## config.mk

```make
export PLATFORM = sky130hd
export DESIGN_NAME = cache_sched
export DESIGN_NICKNAME = d
export VERILOG_FILES = /design/src/rtl/cache_sched_pkg.sv /design/src/rtl/cache_sched_rr_arbiter.sv /design/src/rtl/cache_sched.sv
export SDC_FILE = /design/constraint.sdc
export NUM_CORES = 1
export LEC_CHECK = 0
export CAP_MARGIN = 5
export CORE_MARGIN = 2
export CORE_UTILIZATION = 51
export CTS_CLUSTER_SIZE = 30
export DETAILED_ROUTE_END_ITERATION = 10
export PLACE_DENSITY = 0.95
export SLEW_MARGIN = 10
export SYNTH_ARGS = -nofsm -noshare
export SYNTH_HDL_FRONTEND = slang
export SYNTH_SLANG_ARGS = --single-unit
```

## constraint.sdc

```tcl
create_clock -name clk -period 5.64 [get_ports clk]
set_clock_uncertainty 0.2 [all_clocks]
set_input_delay 1.128 -clock clk [delete_from_list [all_inputs] [get_ports clk]]
set_output_delay 1.128 -clock clk [all_outputs]
set_load 0.01 [all_outputs]
```

## src/rtl/cache_sched_pkg.sv

```systemverilog
// Shared types and constants for the row-cache request scheduler.
package cache_sched_pkg;

  localparam int unsigned CNT_W      = 16;
  localparam int unsigned ADDR_W_DEF = 17;
  localparam int unsigned CH_W_DEF   = 5;

  typedef enum logic [2:0] {
    IDLE,
    ISSUE,
    CHECK,
    MISS,
    FILL,
    DONE
  } state_t;

  // Saturating increment for the access statistics counters.
  function automatic logic [CNT_W-1:0] sat_inc(input logic [CNT_W-1:0] v);
    return (v == '1) ? v : v + CNT_W'(1);
  endfunction

endpackage

```

## src/rtl/cache_sched_rr_arbiter.sv

```systemverilog
// Round-robin arbiter: first requester at or after the pointer wins.
module rr_arbiter #(
  parameter int unsigned NREQ = 4,
  localparam int unsigned IDXW = (NREQ > 1) ? $clog2(NREQ) : 1
) (
  input  logic            clk,
  input  logic            rst_n,
  input  logic [NREQ-1:0] req,
  input  logic            adv,
  input  logic [IDXW-1:0] adv_idx,
  output logic [NREQ-1:0] gnt_c,
  output logic [IDXW-1:0] idx_c,
  output logic            any_c
);

  logic [IDXW-1:0] rr_ptr;
  int unsigned     cand;

  // Scan requesters starting at the pointer, wrapping, and pick the first one.
  always_comb begin
    gnt_c = '0;
    idx_c = '0;
    any_c = 1'b0;
    cand  = 0;
    for (int unsigned i = 0; i < NREQ; i++) begin
      cand = (32'(rr_ptr) + i) % NREQ;
      if (!any_c && req[IDXW'(cand)]) begin
        any_c              = 1'b1;
        gnt_c[IDXW'(cand)] = 1'b1;
        idx_c              = IDXW'(cand);
      end
    end
  end

  // Pointer moves to the requester after the one just served.
  always_ff @(posedge clk or negedge rst_n) begin
    if (!rst_n) begin
      rr_ptr <= '0;
    end else if (adv) begin
      rr_ptr <= (adv_idx == IDXW'(NREQ - 1)) ? '0 : adv_idx + IDXW'(1);
    end
  end

endmodule

```

## src/rtl/cache_sched.sv

```systemverilog
// Serialises requester row accesses onto the row cache command port and
// emulates DRAM fill latency on a cache miss.
module cache_sched
  import cache_sched_pkg::*;
#(
  parameter int unsigned NREQ      = 4,
  parameter int unsigned ADDRWIDTH = ADDR_W_DEF,
  parameter int unsigned CHWIDTH   = CH_W_DEF,
  parameter int unsigned MISS_LAT  = 8,
  parameter int unsigned CHECK_WIN = 3
) (
  input  logic                      clk,
  input  logic                      rst_n,
  input  logic [NREQ-1:0]           req,
  input  logic [NREQ-1:0]           req_we,
  input  logic [NREQ*ADDRWIDTH-1:0] req_row,
  output logic [NREQ-1:0]           gnt,
  output logic [NREQ-1:0]           done,
  output logic [CHWIDTH-1:0]        rsp_crow,
  output logic                      rsp_miss,
  output logic                      RD,
  output logic                      WR,
  output logic [ADDRWIDTH-1:0]      RowId,
  output logic                      sync,
  input  logic                      hold,
  input  logic [CHWIDTH-1:0]        cRowId,
  output logic [CNT_W-1:0]          hit_cnt,
  output logic [CNT_W-1:0]          miss_cnt
);

  localparam int unsigned IDXW  = (NREQ > 1) ? $clog2(NREQ) : 1;
  localparam int unsigned WIN_W = $clog2(CHECK_WIN + 1);
  localparam int unsigned LAT_W = $clog2(MISS_LAT + 1);
  localparam logic [WIN_W-1:0] WIN_LAST = WIN_W'(CHECK_WIN - 1);
  localparam logic [LAT_W-1:0] LAT_LAST = LAT_W'(MISS_LAT - 1);

  state_t state, state_d;

  logic [NREQ-1:0]      arb_gnt_c;
  logic [IDXW-1:0]      arb_idx_c;
  logic                 arb_any_c;
  logic                 adv_c;

  logic [IDXW-1:0]      idx_q, idx_d;
  logic                 we_q, we_d;
  logic [WIN_W-1:0]     win_q, win_d;
  logic [LAT_W-1:0]     lat_q, lat_d;
  logic [CHWIDTH-1:0]   crow_q, crow_d;
  logic                 miss_q, miss_d;

  logic [NREQ-1:0]      gnt_d, done_d;
  logic                 rd_d, wr_d, sync_d, rsp_miss_d;
  logic [ADDRWIDTH-1:0] rowid_d;
  logic [CHWIDTH-1:0]   rsp_crow_d;
  logic [CNT_W-1:0]     hit_cnt_d, miss_cnt_d;

  logic [ADDRWIDTH-1:0] row_arr [NREQ];

  // Unpack the flat per-requester row address bus.
  for (genvar g = 0; g < NREQ; g++) begin : g_row
    assign row_arr[g] = req_row[g*ADDRWIDTH +: ADDRWIDTH];
  end

  rr_arbiter #(.NREQ(NREQ)) u_arb (
    .clk     (clk),
    .rst_n   (rst_n),
    .req     (req),
    .adv     (adv_c),
    .adv_idx (idx_q),
    .gnt_c   (arb_gnt_c),
    .idx_c   (arb_idx_c),
    .any_c   (arb_any_c)
  );

  // State register.
  always_ff @(posedge clk or negedge rst_n) begin
    if (!rst_n) state <= IDLE;
    else        state <= state_d;
  end

  // Next-state logic.
  always_comb begin
    state_d = state;
    case (state)
      IDLE:  if (arb_any_c) state_d = ISSUE;
      ISSUE: state_d = CHECK;
      CHECK: begin
        if (hold)                 state_d = MISS;
        else if (win_q == WIN_LAST) state_d = DONE;
      end
      MISS:  if (lat_q == LAT_LAST) state_d = FILL;
      FILL:  if (!hold) state_d = DONE;
      DONE:  state_d = IDLE;
      default: state_d = IDLE;
    endcase
  end

  // Output and datapath next values; pulses default low, everything else holds.
  always_comb begin
    gnt_d      = '0;
    done_d     = '0;
    rd_d       = 1'b0;
    wr_d       = 1'b0;
    sync_d     = (state_d == FILL);
    rowid_d    = RowId;
    rsp_crow_d = rsp_crow;
    rsp_miss_d = rsp_miss;
    hit_cnt_d  = hit_cnt;
    miss_cnt_d = miss_cnt;
    idx_d      = idx_q;
    we_d       = we_q;
    win_d      = win_q;
    lat_d      = lat_q;
    crow_d     = crow_q;
    miss_d     = miss_q;
    adv_c      = 1'b0;
    case (state)
      IDLE: begin
        if (arb_any_c) begin
          gnt_d   = arb_gnt_c;
          idx_d   = arb_idx_c;
          we_d    = req_we[arb_idx_c];
          rowid_d = row_arr[arb_idx_c];
        end
      end
      ISSUE: begin
        rd_d  = ~we_q;
        wr_d  = we_q;
        win_d = '0;
      end
      CHECK: begin
        if (hold) begin
          lat_d = '0;
        end else if (win_q == WIN_LAST) begin
          crow_d = cRowId;
          miss_d = 1'b0;
        end else begin
          win_d = win_q + WIN_W'(1);
        end
      end
      MISS: lat_d = lat_q + LAT_W'(1);
      FILL: begin
        if (!hold) begin
          crow_d = cRowId;
          miss_d = 1'b1;
        end
      end
      DONE: begin
        done_d[idx_q] = 1'b1;
        rsp_crow_d    = crow_q;
        rsp_miss_d    = miss_q;
        adv_c         = 1'b1;
        if (miss_q) miss_cnt_d = sat_inc(miss_cnt);
        else        hit_cnt_d  = sat_inc(hit_cnt);
      end
      default: ;
    endcase
  end

  // Registered outputs and transaction context.
  always_ff @(posedge clk or negedge rst_n) begin
    if (!rst_n) begin
      gnt      <= '0;
      done     <= '0;
      RD       <= 1'b0;
      WR       <= 1'b0;
      sync     <= 1'b0;
      RowId    <= '0;
      rsp_crow <= '0;
      rsp_miss <= 1'b0;
      hit_cnt  <= '0;
      miss_cnt <= '0;
      idx_q    <= '0;
      we_q     <= 1'b0;
      win_q    <= '0;
      lat_q    <= '0;
      crow_q   <= '0;
      miss_q   <= 1'b0;
    end else begin
      gnt      <= gnt_d;
      done     <= done_d;
      RD       <= rd_d;
      WR       <= wr_d;
      sync     <= sync_d;
      RowId    <= rowid_d;
      rsp_crow <= rsp_crow_d;
      rsp_miss <= rsp_miss_d;
      hit_cnt  <= hit_cnt_d;
      miss_cnt <= miss_cnt_d;
      idx_q    <= idx_d;
      we_q     <= we_d;
      win_q    <= win_d;
      lat_q    <= lat_d;
      crow_q   <= crow_d;
      miss_q   <= miss_d;
    end
  end

endmodule

```

==> impl_metrics.tcl, run 1 <==
set metrics [dict create \
    ios 150 \
    cts_buffers 9 \
    viasPerCell 5.82 \
    cp_max_fo 27 \
    peakVddDrop_v 0.000201 \
    cts_resized 0 \
    ys_ff_latch 86 \
    drt-initial-drc-count 284 \
    syn_nets 555 \
    die_area_mm2 0.0102 \
    max_stage_delay_ns 0.86 \
    grt_pass1_vias 4217 \
    cp_common_cell "buf_4" \
    coreArea_mm2 0.00915 \
    syn-cell-area_mm2 0.00479 \
    fp.dieW_um 101 \
    cts_tree "done" \
    tns_ns 0 \
    slew_viol_final 0 \
    synth_edf_count 0 \
    hp-class "reg -> reg" \
    relSlewSlack_pct 28.7 \
    cts_htree_levels 3 \
    vias 4129 \
    place_congestion 0.855 \
    synth.avg_cell_area_um2 10.5 \
    cts-root-buf "clkbuf_8" \
    endpoint_kind "register" \
    synth_ff_type "dfrtp_1" \
    setup_viol 0 \
    clk_latency_ns 0.36 \
    io_buffer_count 149 \
    cap_violations 0 \
    status "finished clean" \
    place_hpwl_um 9250 \
    critPathKind "reg -> reg" \
    area_growth_syn_to_layout_pct 34.7 \
    cts_sinks 86 \
    wirelength_um 12400 \
    cts_buffer_depth 2 \
    fin_crit_sh_pct 74.4 \
    required_ns 5.62 \
    synth_top_area_share_pct 45.0 \
    grt_first_pass_wirelength_um 20000 \
    path_delay_family "compound AO/OA/AOI/OAI gates" \
    grt_setup_unrepaired "false" \
    crit_slowest_cell "o21bai_4" \
    post-route-min-period_ns 4.20 \
    worst-path-buf-inv 3 \
    drt_first_pass_iters 4 \
    hold_slack_ns 0.274 \
    yosysSeqAreaShare_pct 45.0 \
    max_freq_ghz 0.238 \
    nNetsFinal 693 \
    num_rows 35 \
    path_cells "buf_4 > inv_1 > buf_4 > ha_1 > mux4_2 > nor2b_4 > nor2_1 > o21bai_4 > mux2i_1 > o221ai_1" \
    antenna_found_initial 0 \
    cts-hold-fix-buffers 0 \
    grtUsageTotal_pct 24.9 \
    chipHeight_um 101 \
    yosysTopAreaCell "dfrtp_1" \
    tightest_slew_ns 1.07 \
    initial_core_util_pct 52.3 \
    hold_viol_final 0 \
    grt_max_degree 87 \
    cp.arrival_ns 4.17 \
    synth_cell_types 55 \
    grt_overflow 0 \
    fillCellCount 636 \
    routedWlPerCell_um 17.5 \
    antennaDiodeCount 0 \
    synth_commonest_cells "86 x dfrtp_1, 56 x nand2_1, 32 x nor2_1" \
    ant_nets 0 \
    final_layout_size_suffix_gt1_share_pct 5.85 \
    post-route-drc-count 0 \
    power.leakage_uw 0.00273 \
    syn_inst 455 \
    synthArstFlopShare_pct 100 \
    ys_warn_count 0 \
    yosysMostFrequentCell "dfrtp_1" \
    start_kind "register" \
    post_cts_buffers 0 \
    synth_area_leaders "dfrtp_1 45%, mux2i_1 5.6%, nand2_1 4.4%, ha_1 4.2%, xnor2_1 3.5%" \
    power_per_cell_area_mw_per_mm2 407 \
    clkSlewWorstSetupHoldPaths_ns 0.09 \
]
## cell type report
class	count	area (um2)	share of cell area [%]
clock inverters	5	41.3	0.640
clock buffers	11	141	2.19
repair buffers	153	1520	23.6
flip-flops and latches	86	2150	33.4
multi-input cells	333	2420	37.5
inverters	10	37.5	0.582
well taps	111	139	2.15
## tightest hold or removal path, cell delays in order (launching register included)
cell	delay, ns
dfrtp_1	0.35
nand2_1	0.05
nand2_1	0.05
## path summary, 6_finish.rpt
check	cells past startpoint	slack, ns	startpoint	endpoint
worst max-delay path	10	1.44	u_arb.rr_ptr[0]	RowId[10]
worst min-delay path	2	0.27	crow_q[1]	rsp_crow[1]
worst max register to register	10	1.44	u_arb.rr_ptr[0]	RowId[10]
worst min register to register	2	0.27	crow_q[1]	rsp_crow[1]
max in group asynchronous	1	3.80	rst_n	RowId[10]
min in group asynchronous	1	0.75	rst_n	miss_cnt[9]
## per-stage QoR
stage	setup WS, ns	power, uW	utilization (%)	instance area [um2]	cells
final	1.44	2630	70.5	6450	709
after global routing	1.19	2810	70.5	6450	709
after CTS	1.43	2640	70.5	6450	709
after detailed placement	1.08	2230	68.5	6270	693
after global placement	1.36	2150	68.5	6270	693
after floorplan	2.17	1850	-	4790	455
## where the power goes
group	total (uW)	internal [uW]	switching (uW)	leakage [uW]
combinational	1310	657	656	0.00152
clock	409	176	232	0.0000866
sequential	906	773	133	0.00113
## cell usage in the layout (no fill, tap or decap), types with 4 or more instances in the layout
cell type / synthesis / routed
a211oi_1: 4 / 4
nand2b_1: 5 / 5
nor2b_1: 6 / 6
nand3_1: 15 / 15
a21oi_1: 8 / 8
nor3_1: 4 / 4
a22oi_1: 4 / 4
mux4_2: 4 / 4
a221o_1: 10 / 10
xnor2_1: 19 / 19
nor2_1: 32 / 32
nor4_1: 4 / 4
mux2_1: 12 / 12
clkbuf_8: 0 / 10
nand2_1: 56 / 56
ha_1: 16 / 16
mux2i_1: 27 / 27
xor2_1: 10 / 10
buf_4: 0 / 5
clkdlybuf4s50_1: 0 / 148
o21ai_1: 13 / 13
o221ai_1: 18 / 18
mux2_2: 6 / 6
inv_1: 10 / 10
and2_1: 4 / 4
nand4_1: 11 / 11
a221oi_1: 4 / 4
dfrtp_1: 86 / 86
o21ai_0: 7 / 7
## per-layer routing
metal | global-route usage [%] | up-vias | part of all wire (%)
met5 | 0 | - | 0
met4 | 11.2 | 0 | 2.8
met3 | 6.10 | 30 | 7.0
met2 | 42.7 | 177 | 51
met1 | 29.4 | 1984 | 39
li1 | - | 1938 | -
## cells by family (layout without fill, tap and decap cells)
| kind of cell | count (synthesis) | after routing | synth area share, % |
|---|---|---|---|
| buffers and inverters | 36 | 179 | 4.50 |
| XOR/XNOR | 29 | 29 | 5.31 |
| flip-flops | 86 | 86 | 45.0 |
| adder cells (fa/ha/maj) | 16 | 16 | 4.18 |
| multiplexers | 49 | 49 | 11.8 |
| AO/OA/AOI/OAI | 83 | 83 | 13.2 |
| AND/OR/NAND/NOR | 156 | 156 | 16.1 |
## sequential cells by signal (all words and copies together), names as in the netlist, 2 cells and up
signal	cells
rsp_crow	5
crow_q	5
RowId	17
done	4
miss_cnt	16
u_arb.rr_ptr	2
state	3
win_q	2
hit_cnt	16
lat_q	4
gnt	4
idx_q	2
No activity file was read; power rests on OpenSTA's default activity.
==> run 2, diff against run 1 <==
- CORE_UTILIZATION: 51 -> 47
- PLACE_DENSITY: 0.95 -> 0.92
- clock period: 5.64 -> 4.1 ns (I/O delays scaled with it)
==> run 2 against run 1 <==
  * Die area is 8.2% higher
  * Wire length is 4.3% higher
  * Register-to-register slack worse by 1.1 ns
==> impl_metrics.tcl, run 2 (synthesis results as in run 1) <==
set metrics [dict create \
    status "finished clean" \
    grtUsageTotal_pct 23.4 \
    antenna_found_initial 0 \
    place_ws_ns 0.121 \
    nNetsFinal 694 \
    multi_input_area_mm2 0.00242 \
    vias 4140 \
    post-route-drc-count 0 \
    timing.rr.start "u_arb.rr_ptr[1]" \
    routedWlPerCell_um 17.7 \
    area_growth_syn_to_layout_pct 36.1 \
    cts_htree_levels 3 \
    drt_first_pass_iters 5 \
    start_kind "register" \
    cts_tree "done" \
    cts-root-buf "clkbuf_8" \
    startpoint "u_arb.rr_ptr[1]" \
    cp_max_fo 27 \
    required_ns 4.09 \
    antennaDiodeCount 0 \
    tns_ns 0 \
    ant_nets 0 \
    peakVddDrop_v 0.000264 \
    grt_pass1_vias 4197 \
    worstHoldStart "crow_q[3]" \
    grt_overflow 0 \
    internal_power_uw 2320 \
    clk_latency_ns 0.35 \
    cts_sinks 86 \
    place_congestion 0.881 \
    p_sw_share_pct 38.1 \
    drt-initial-drc-count 295 \
    power_per_cell_area_mw_per_mm2 576 \
    register_area_mm2 0.00215 \
    most-common-layout-cells "148 x clkdlybuf4s50_1, 86 x dfrtp_1, 56 x nand2_1" \
    largest_register_ff_count 17 \
    final_common_cell "clkdlybuf4s50_1" \
    setup_viol 0 \
    max_freq_ghz 0.264 \
    coreArea_mm2 0.00982 \
    tightest_slew_ns 1.07 \
    pwr-share-seq_pct 33.6 \
    num_rows 36 \
    hp-class "reg -> reg" \
    cts_resized 0 \
    cp.arrival_ns 3.78 \
    cts_buffers 9 \
    cts_buffer_depth 2 \
    grt_max_degree 87 \
    fin_crit_sh_pct 92.3 \
    cts-hold-fix-buffers 0 \
    relSlewSlack_pct 28.7 \
    fp.dieW_um 105 \
    power.share.clock_pct 17.1 \
    wirelength_um 13000 \
    place_hpwl_um 9600 \
    critPathKind "reg -> reg" \
    post_cts_buffers 0 \
    cap_violations 0 \
    endpoint_kind "register" \
    fin_ws_ns 0.315 \
    chipHeight_um 105 \
    grt_setup_unrepaired "false" \
    grt_first_pass_wirelength_um 20900 \
    fillCellCount 742 \
    p_comb_share_pct 49.2 \
    reg_top3 "RowId (17), hit_cnt (16), miss_cnt (16)" \
    io_buffer_count 149 \
    hold_viol_final 0 \
    die_area_mm2 0.0110 \
    viasPerCell 5.66 \
    fin_util_pct 66.3 \
    post-route-min-period_ns 3.78 \
    power.leakage_uw 0.00276 \
    power.switching_uw 1430 \
    ios 150 \
    final_layout_size_suffix_gt1_share_pct 5.85 \
    initial_core_util_pct 48.7 \
    regMostFlops "RowId" \
    clkSlewWorstSetupHoldPaths_ns 0.08 \
    slew_viol_final 0 \
]
==> run 2: per-layer routing <==
metal  share of wire (%)  vias up  wire (um)  global-route usage [%]
li1                    -     1936          -                       -
met1                  39     2010       5080                    27.8
met2                  52      173       6760                    41.7
met3                 7.3       21        946                    6.18
met4                 1.4        0        178                    6.48
met5                   0        -          0                       0
==> run 2: per-stage QoR <==
stage	total power, uW	instance area, um2	hold WS [ns]	instances
4_1_cts	3760	6510	0.275	731
3_3_place_gp	2980	6300	0.245	716
6_report	3750	6510	0.281	731
3_5_place_dp	3100	6300	0.256	716
2_1_floorplan	2540	4790	0.224	455
5_1_grt	3980	6510	0.309	731
==> run 2: final cells by class <==
| cell class | count | area share, % |
|---|---|---|
| sequential | 86 | 33.1 |
| clock buffer | 10 | 1.96 |
| timing repair buffer | 154 | 23.4 |
| multi-input combinational | 333 | 37.1 |
| clock inverter | 5 | 1.27 |
| tap | 133 | 2.56 |
| inverter | 10 | 0.576 |
==> run 2: critical path: stages, from the launching register on <==
cell,delay [ns]
dfrtp_1,0.54
inv_1,0.17
ha_1,0.46
mux4_2,0.65
nor2b_4,0.22
nor2_1,0.11
o21bai_4,0.80
mux2i_1,0.30
o221ai_1,0.16
==> run 2: power groups by stage <==
stage	registers (uW)	logic (uW)	clock network, uW
3_5_place_dp	1270	1830	0
5_1_grt	1290	2000	692
4_1_cts	1260	1840	655
6_report	1260	1850	642
2_1_floorplan	1270	1270	0
3_3_place_gp	1260	1720	0
==> run 2: final timing paths <==
path / to / slack [ns] / cells after the start
max: RowId[5] / 0.32 / 8
min: rsp_crow[3] / 0.28 / 2
max reg2reg: RowId[5] / 0.32 / 8
min reg2reg: rsp_crow[3] / 0.28 / 2
max in group asynchronous: gnt[3] / 2.56 / 1
min in group asynchronous: miss_cnt[3] / 0.43 / 1
==> RTL change 1 (settings of run 2) <==
Encoding of `state_t`: now one-hot (6 bits for 6 states).
--- a/src/rtl/cache_sched_pkg.sv
+++ b/src/rtl/cache_sched_pkg.sv
@@ -6,11 +6,11 @@
   localparam int unsigned CH_W_DEF   = 5;
 
-  typedef enum logic [2:0] {
-    IDLE,
-    ISSUE,
-    CHECK,
-    MISS,
-    FILL,
-    DONE
+  typedef enum logic [5:0] {
+    IDLE  = 6'b000001,
+    ISSUE = 6'b000010,
+    CHECK = 6'b000100,
+    MISS  = 6'b001000,
+    FILL  = 6'b010000,
+    DONE  = 6'b100000
   } state_t;
 
Formal check against the unedited RTL: same outputs for any inputs over 4 cycles, from zero or initial values and one cycle with rst_n low; so few cycles prove little.
==> RTL change 1 against run 2 <==
Non-clock buffer count fell by 1. Routed wire length fell by 6.4%. Via count fell by 1.1%. Area after synthesis rose by 1.6%. Sequential cell count rose by 3. Design area rose by 1.8%. Synthesized cell count rose by 0.66%. Worst setup slack improved by 0.35 ns. Power fell by 27%. Final cell count rose by 1.5%. Combinational power fell by 49%. Critical path type unchanged.
==> RTL change 1: results (changes against run 2) <==
Hold path
  • Hold path start: hit_cnt[12]$_DFFE_PN0P_ (was crow_q[3]$_DFFE_PN0P_)
  • Hold Crit Class: reg -> reg (unchanged)
  • Hold path depth: 1 (was 2)
  • Hold EP: hit_cnt[12]$_DFFE_PN0P_ (was rsp_crow[3]$_DFFE_PN0P_)

Layout
  • Final non-clock buffer share: 0.229 (was 0.234)
  • Logic inverters: 14 (was 10)
  • Buffers, non-clock: 153 (was 154)
  • Multi-input gate area: 2460 um^2 (was 2420 um^2)
  • Seq cells: 89 (was 86)
  • Seq area share: 0.336 (was 0.331)
  • Fillcell total: 801 (was 742)
  • NumNets Final: 701 (was 694)

Route
  • Met2 WL: 6290 um (was 6760 um)
  • Starting DRT DRC Count: 198 (was 295)
  • Met3 wire length: 773 um (was 946 um)
  • WL met1: 4930 um (was 5080 um)
  • DRT Pass-1 Iters: 4 (was 5)
  • Routed WL per cell: 16.4 um (was 17.7 um)
  • DR vias: 4096 (was 4140)
  • Max layer used: met4 (unchanged)

Critical path
  • Delay of the slowest cell on the worst path: 0.61 ns (was 0.80 ns)
  • Worst r2r src: u_arb.rr_ptr[1]$_DFFE_PN0P_ (unchanged)
  • CP Capture Point: RowId[15]$_DFFE_PN0P_ (was RowId[5]$_DFFE_PN0P_)
  • CP max stage cell: dfrtp_1 (was o21bai_4)
  • Crit Path Max Fanout: 37 (was 27)
  • CP top delay family: multiplexers (was compound AO/OA/AOI/OAI gates)
  • R2r setup slk: 0.66 ns (was 0.32 ns)
  • Worst EP arrival: 3.45 ns (was 3.78 ns)

Global routing
  • Vias in the first global route: 4169 (was 4197)
  • M1 GR Usage: 0.266 (was 0.278)
  • Met3 global-route usage: 0.0396 (was 0.0618)
  • Global Route Usage Sum: 0.221 (was 0.234)
  • Largest net degree at the start of global routing: 70 (was 87)
  • Grt met2 use: 0.400 (was 0.417)
  • Global-route wire length before repair: 19900 um (was 20900 um)

Power and ir drop
  • Switching power: 947 uW (was 1430 uW)
  • Clk. pwr: 630 uW (was 642 uW)
  • Leakage: 0.00288 uW (was 0.00276 uW)
  • Sequential group share of total power: 0.428 (was 0.336)
  • VDD IR max: 0.232 mV (was 0.264 mV)
  • P_seq: 1180 uW (was 1260 uW)

Placement
  • RePlAce Congestion: 0.831 (was 0.881)
  • Final HPWL DP: 8960 um (was 9600 um)

Clocking
  • Clock Tree Root: clkbuf_8 (unchanged)

Yosys
  • Async SR Flop Fraction: 1.00 (unchanged)
  • Seq/Total Area, Yosys: 0.458 (was 0.450)
  • Mapped Nets: 558 (was 555)
  • Synth cell types: 61 (was 55)
  • Synth top cells by count: 88 x dfrtp_1, 48 x nand2_1, 27 x and3_1, 27 x nor2_1, 25 x o211ai_1 (was 86 x dfrtp_1, 56 x nand2_1, 32 x nor2_1)

Status
  • Status: complete, no violations (unchanged)

STA
  • Hold slack: 0.297 ns (was 0.281 ns)
  • Slew @ Worst Pin: 0.845 ns (was 1.07 ns)
## RTL change 1: changes by cell type after synthesis, sizes merged, moves of 5 or more
cell | run 2 | this run
nand3 | 15 | 9
o211ai | 1 | 27
o21ai | 20 | 27
and3 | 2 | 27
clkbuf | 13 | 6
nand2 | 56 | 49
nor2 | 32 | 27
a221o | 10 | 0
a21boi | 1 | 18
o221ai | 18 | 0
## RTL change 1: logic make-up (layout without fill, tap and decap cells)
group | after synthesis | count (layout) | synth area share
compound gates | 97 | 97 | 0.150
simple gates | 152 | 152 | 0.171
xor+xnor | 30 | 30 | 0.0540
flops | 89 | 89 | 0.458
fa+ha+maj | 16 | 16 | 0.0412
mux | 39 | 39 | 0.0898
buf+inv | 35 | 183 | 0.0363
## RTL change 1: through the flow
step                cell area, um^2  cells  worst slack, ns
detailed placement             6430    726            0.368
global route                   6630    742            0.393
floorplan                      4860    458             1.09
CTS                            6630    742            0.650
finish                         6630    742            0.663
global placement               6430    726            0.504
==> RTL change 2 (settings of run 2) <==
Without the edit above. Set the package constant `CNT_W` to 18 (it was 16).
--- a/src/rtl/cache_sched_pkg.sv
+++ b/src/rtl/cache_sched_pkg.sv
@@ -2,5 +2,5 @@
 package cache_sched_pkg;
 
-  localparam int unsigned CNT_W      = 16;
+  localparam int unsigned CNT_W      = 18;
   localparam int unsigned ADDR_W_DEF = 17;
   localparam int unsigned CH_W_DEF   = 5;
Interface: changed (resized hit_cnt and miss_cnt); port bits go from 150 to 154. No check against the original RTL was run, so the function may have changed too.
==> RTL change 2 against run 2 <==
Fmax grew 5.6%. Critical endpoint is now we_q$_DFFE_PN0P_. Worst setup slack gained 0.20 ns. Sequential cell count grew 4. Combinational power shrank 16%. Non-clock buffer count grew 4. Clock power grew 15%. Routed wire length grew 1.0%. Design area grew 4.8%. First-iteration DRC count shrank 35%. Power shrank 4.3%. Area after synthesis grew 3.1%. Synthesized cell count grew 4.2%. Largest cell class unchanged. Die area grew 3.0%.
==> RTL change 2: results (changes against run 2) <==
Power and ir drop
  • VDD IR max: 0.302 mV (was 0.264 mV)
  • Clock power frac: 0.206 (was 0.171)
  • Leakage: 0.00296 uW (was 0.00276 uW)

Placement
  • RePlAce Congestion: 0.881 (about the same)
  • Cell count after placement: 746 (was 716)

Layout
  • Fillcell total: 768 (was 742)
  • Top Registers: hit_cnt x18, miss_cnt x18, RowId x17 (was RowId x17, hit_cnt x16, miss_cnt x16)
  • NumNets Final: 722 (was 694)
  • Finished Layout Cells: 763 (was 731)
  • Clock buf/inv share: 0.0363 (was 0.0323)
  • Seq area share: 0.330 (was 0.331)

Yosys
  • Cells after Synth: 474 (was 455)
  • Seq/Total Area, Yosys: 0.457 (was 0.450)
  • Synth cell types: 57 (was 55)
  • Ranking of synthesized cells by area: dfrtp_1 46%, nand2_1 4.6%, mux2i_1 4.3%, xnor2_1 4.1%, ha_1 4.1% (was dfrtp_1 45%, mux2i_1 5.6%, nand2_1 4.4%, ha_1 4.2%, xnor2_1 3.5%)
  • Mapped Nets: 574 (was 555)
  • Synth top cells by count: 90 x dfrtp_1, 60 x nand2_1, 33 x nand3_1 (was 86 x dfrtp_1, 56 x nand2_1, 32 x nor2_1)

Critical path
  • R2r worst-path depth: 9 (was 8)
  • Worst EP arrival: 3.64 ns (was 3.78 ns)
  • R2r setup slk: 0.52 ns (was 0.32 ns)
  • Delay of the slowest cell on the worst path: 0.68 ns (was 0.80 ns)
  • Reg2reg end: we_q$_DFFE_PN0P_ (was RowId[5]$_DFFE_PN0P_)

Route
  • Starting DRT DRC Count: 191 (was 295)
  • WL met1: 5320 um (was 5080 um)
  • Vias per cell: 5.61 (was 5.66)

Global routing
  • Met3 global-route usage: 0.0490 (was 0.0618)
  • Global Route Usage Sum: 0.236 (was 0.234)
  • M1 GR Usage: 0.284 (was 0.278)
  • Largest net degree at the start of global routing: 91 (was 87)

Status
  • Status: complete, no violations (unchanged)

Clocking
  • CTS sink cnt: 90 (was 86)
RTL change 2: cell count changes in the layout (fill, tap and decap cells not counted), sizes merged, moves of 5 or more:
cell	before	now
a221o	10	0
nor2	32	21
o21ai	20	29
a21bo	0	18
mux2	18	8
nand2	56	62
and3	2	10
nand4	11	6
nand3	15	33
o211ai	1	18
o221ai	18	1
mux2i	27	21
RTL change 2: worst max-delay path by stage:
stage / start / endpoint / slack, ns / cells after the start
after floorplan: u_arb.rr_ptr[0]$_DFFE_PN0P_ / RowId[10]$_DFFE_PN0P_ / 0.87 / 10
after global placement: req[2] / RowId[10]$_DFFE_PN0P_ / 0.50 / 8
after detailed placement: req[1] / RowId[12]$_DFFE_PN0P_ / 0.33 / 8
after CTS: u_arb.rr_ptr[1]$_DFFE_PN0P_ / we_q$_DFFE_PN0P_ / 0.56 / 9
after global routing: u_arb.rr_ptr[1]$_DFFE_PN0P_ / we_q$_DFFE_PN0P_ / 0.29 / 9
final: u_arb.rr_ptr[1]$_DFFE_PN0P_ / we_q$_DFFE_PN0P_ / 0.52 / 9
RTL change 2: logic make-up after synthesis:
| kind of cell | synth area share |
|---|---|
| AND/OR/NAND/NOR | 0.166 |
| AO/OA/AOI/OAI | 0.165 |
| flip-flops | 0.457 |
| XOR/XNOR | 0.0604 |
| multiplexers | 0.0791 |
| buffers and inverters | 0.0322 |
| adder cells (fa/ha/maj) | 0.0406 |
RTL change 2: stage by stage:
step           hold slack [ns]  power, uW  setup WS (ns)  utilization  cell area, um^2
2_1_floorplan            0.218       2250          0.872            -             4930
5_1_grt                  0.304       3810          0.291        0.664             6830
4_1_cts                  0.275       3600          0.565        0.662             6810
3_3_place_gp             0.241       2750          0.504        0.638             6560
6_report                 0.275       3590          0.516        0.664             6830
3_5_place_dp             0.253       2850          0.327        0.638             6560
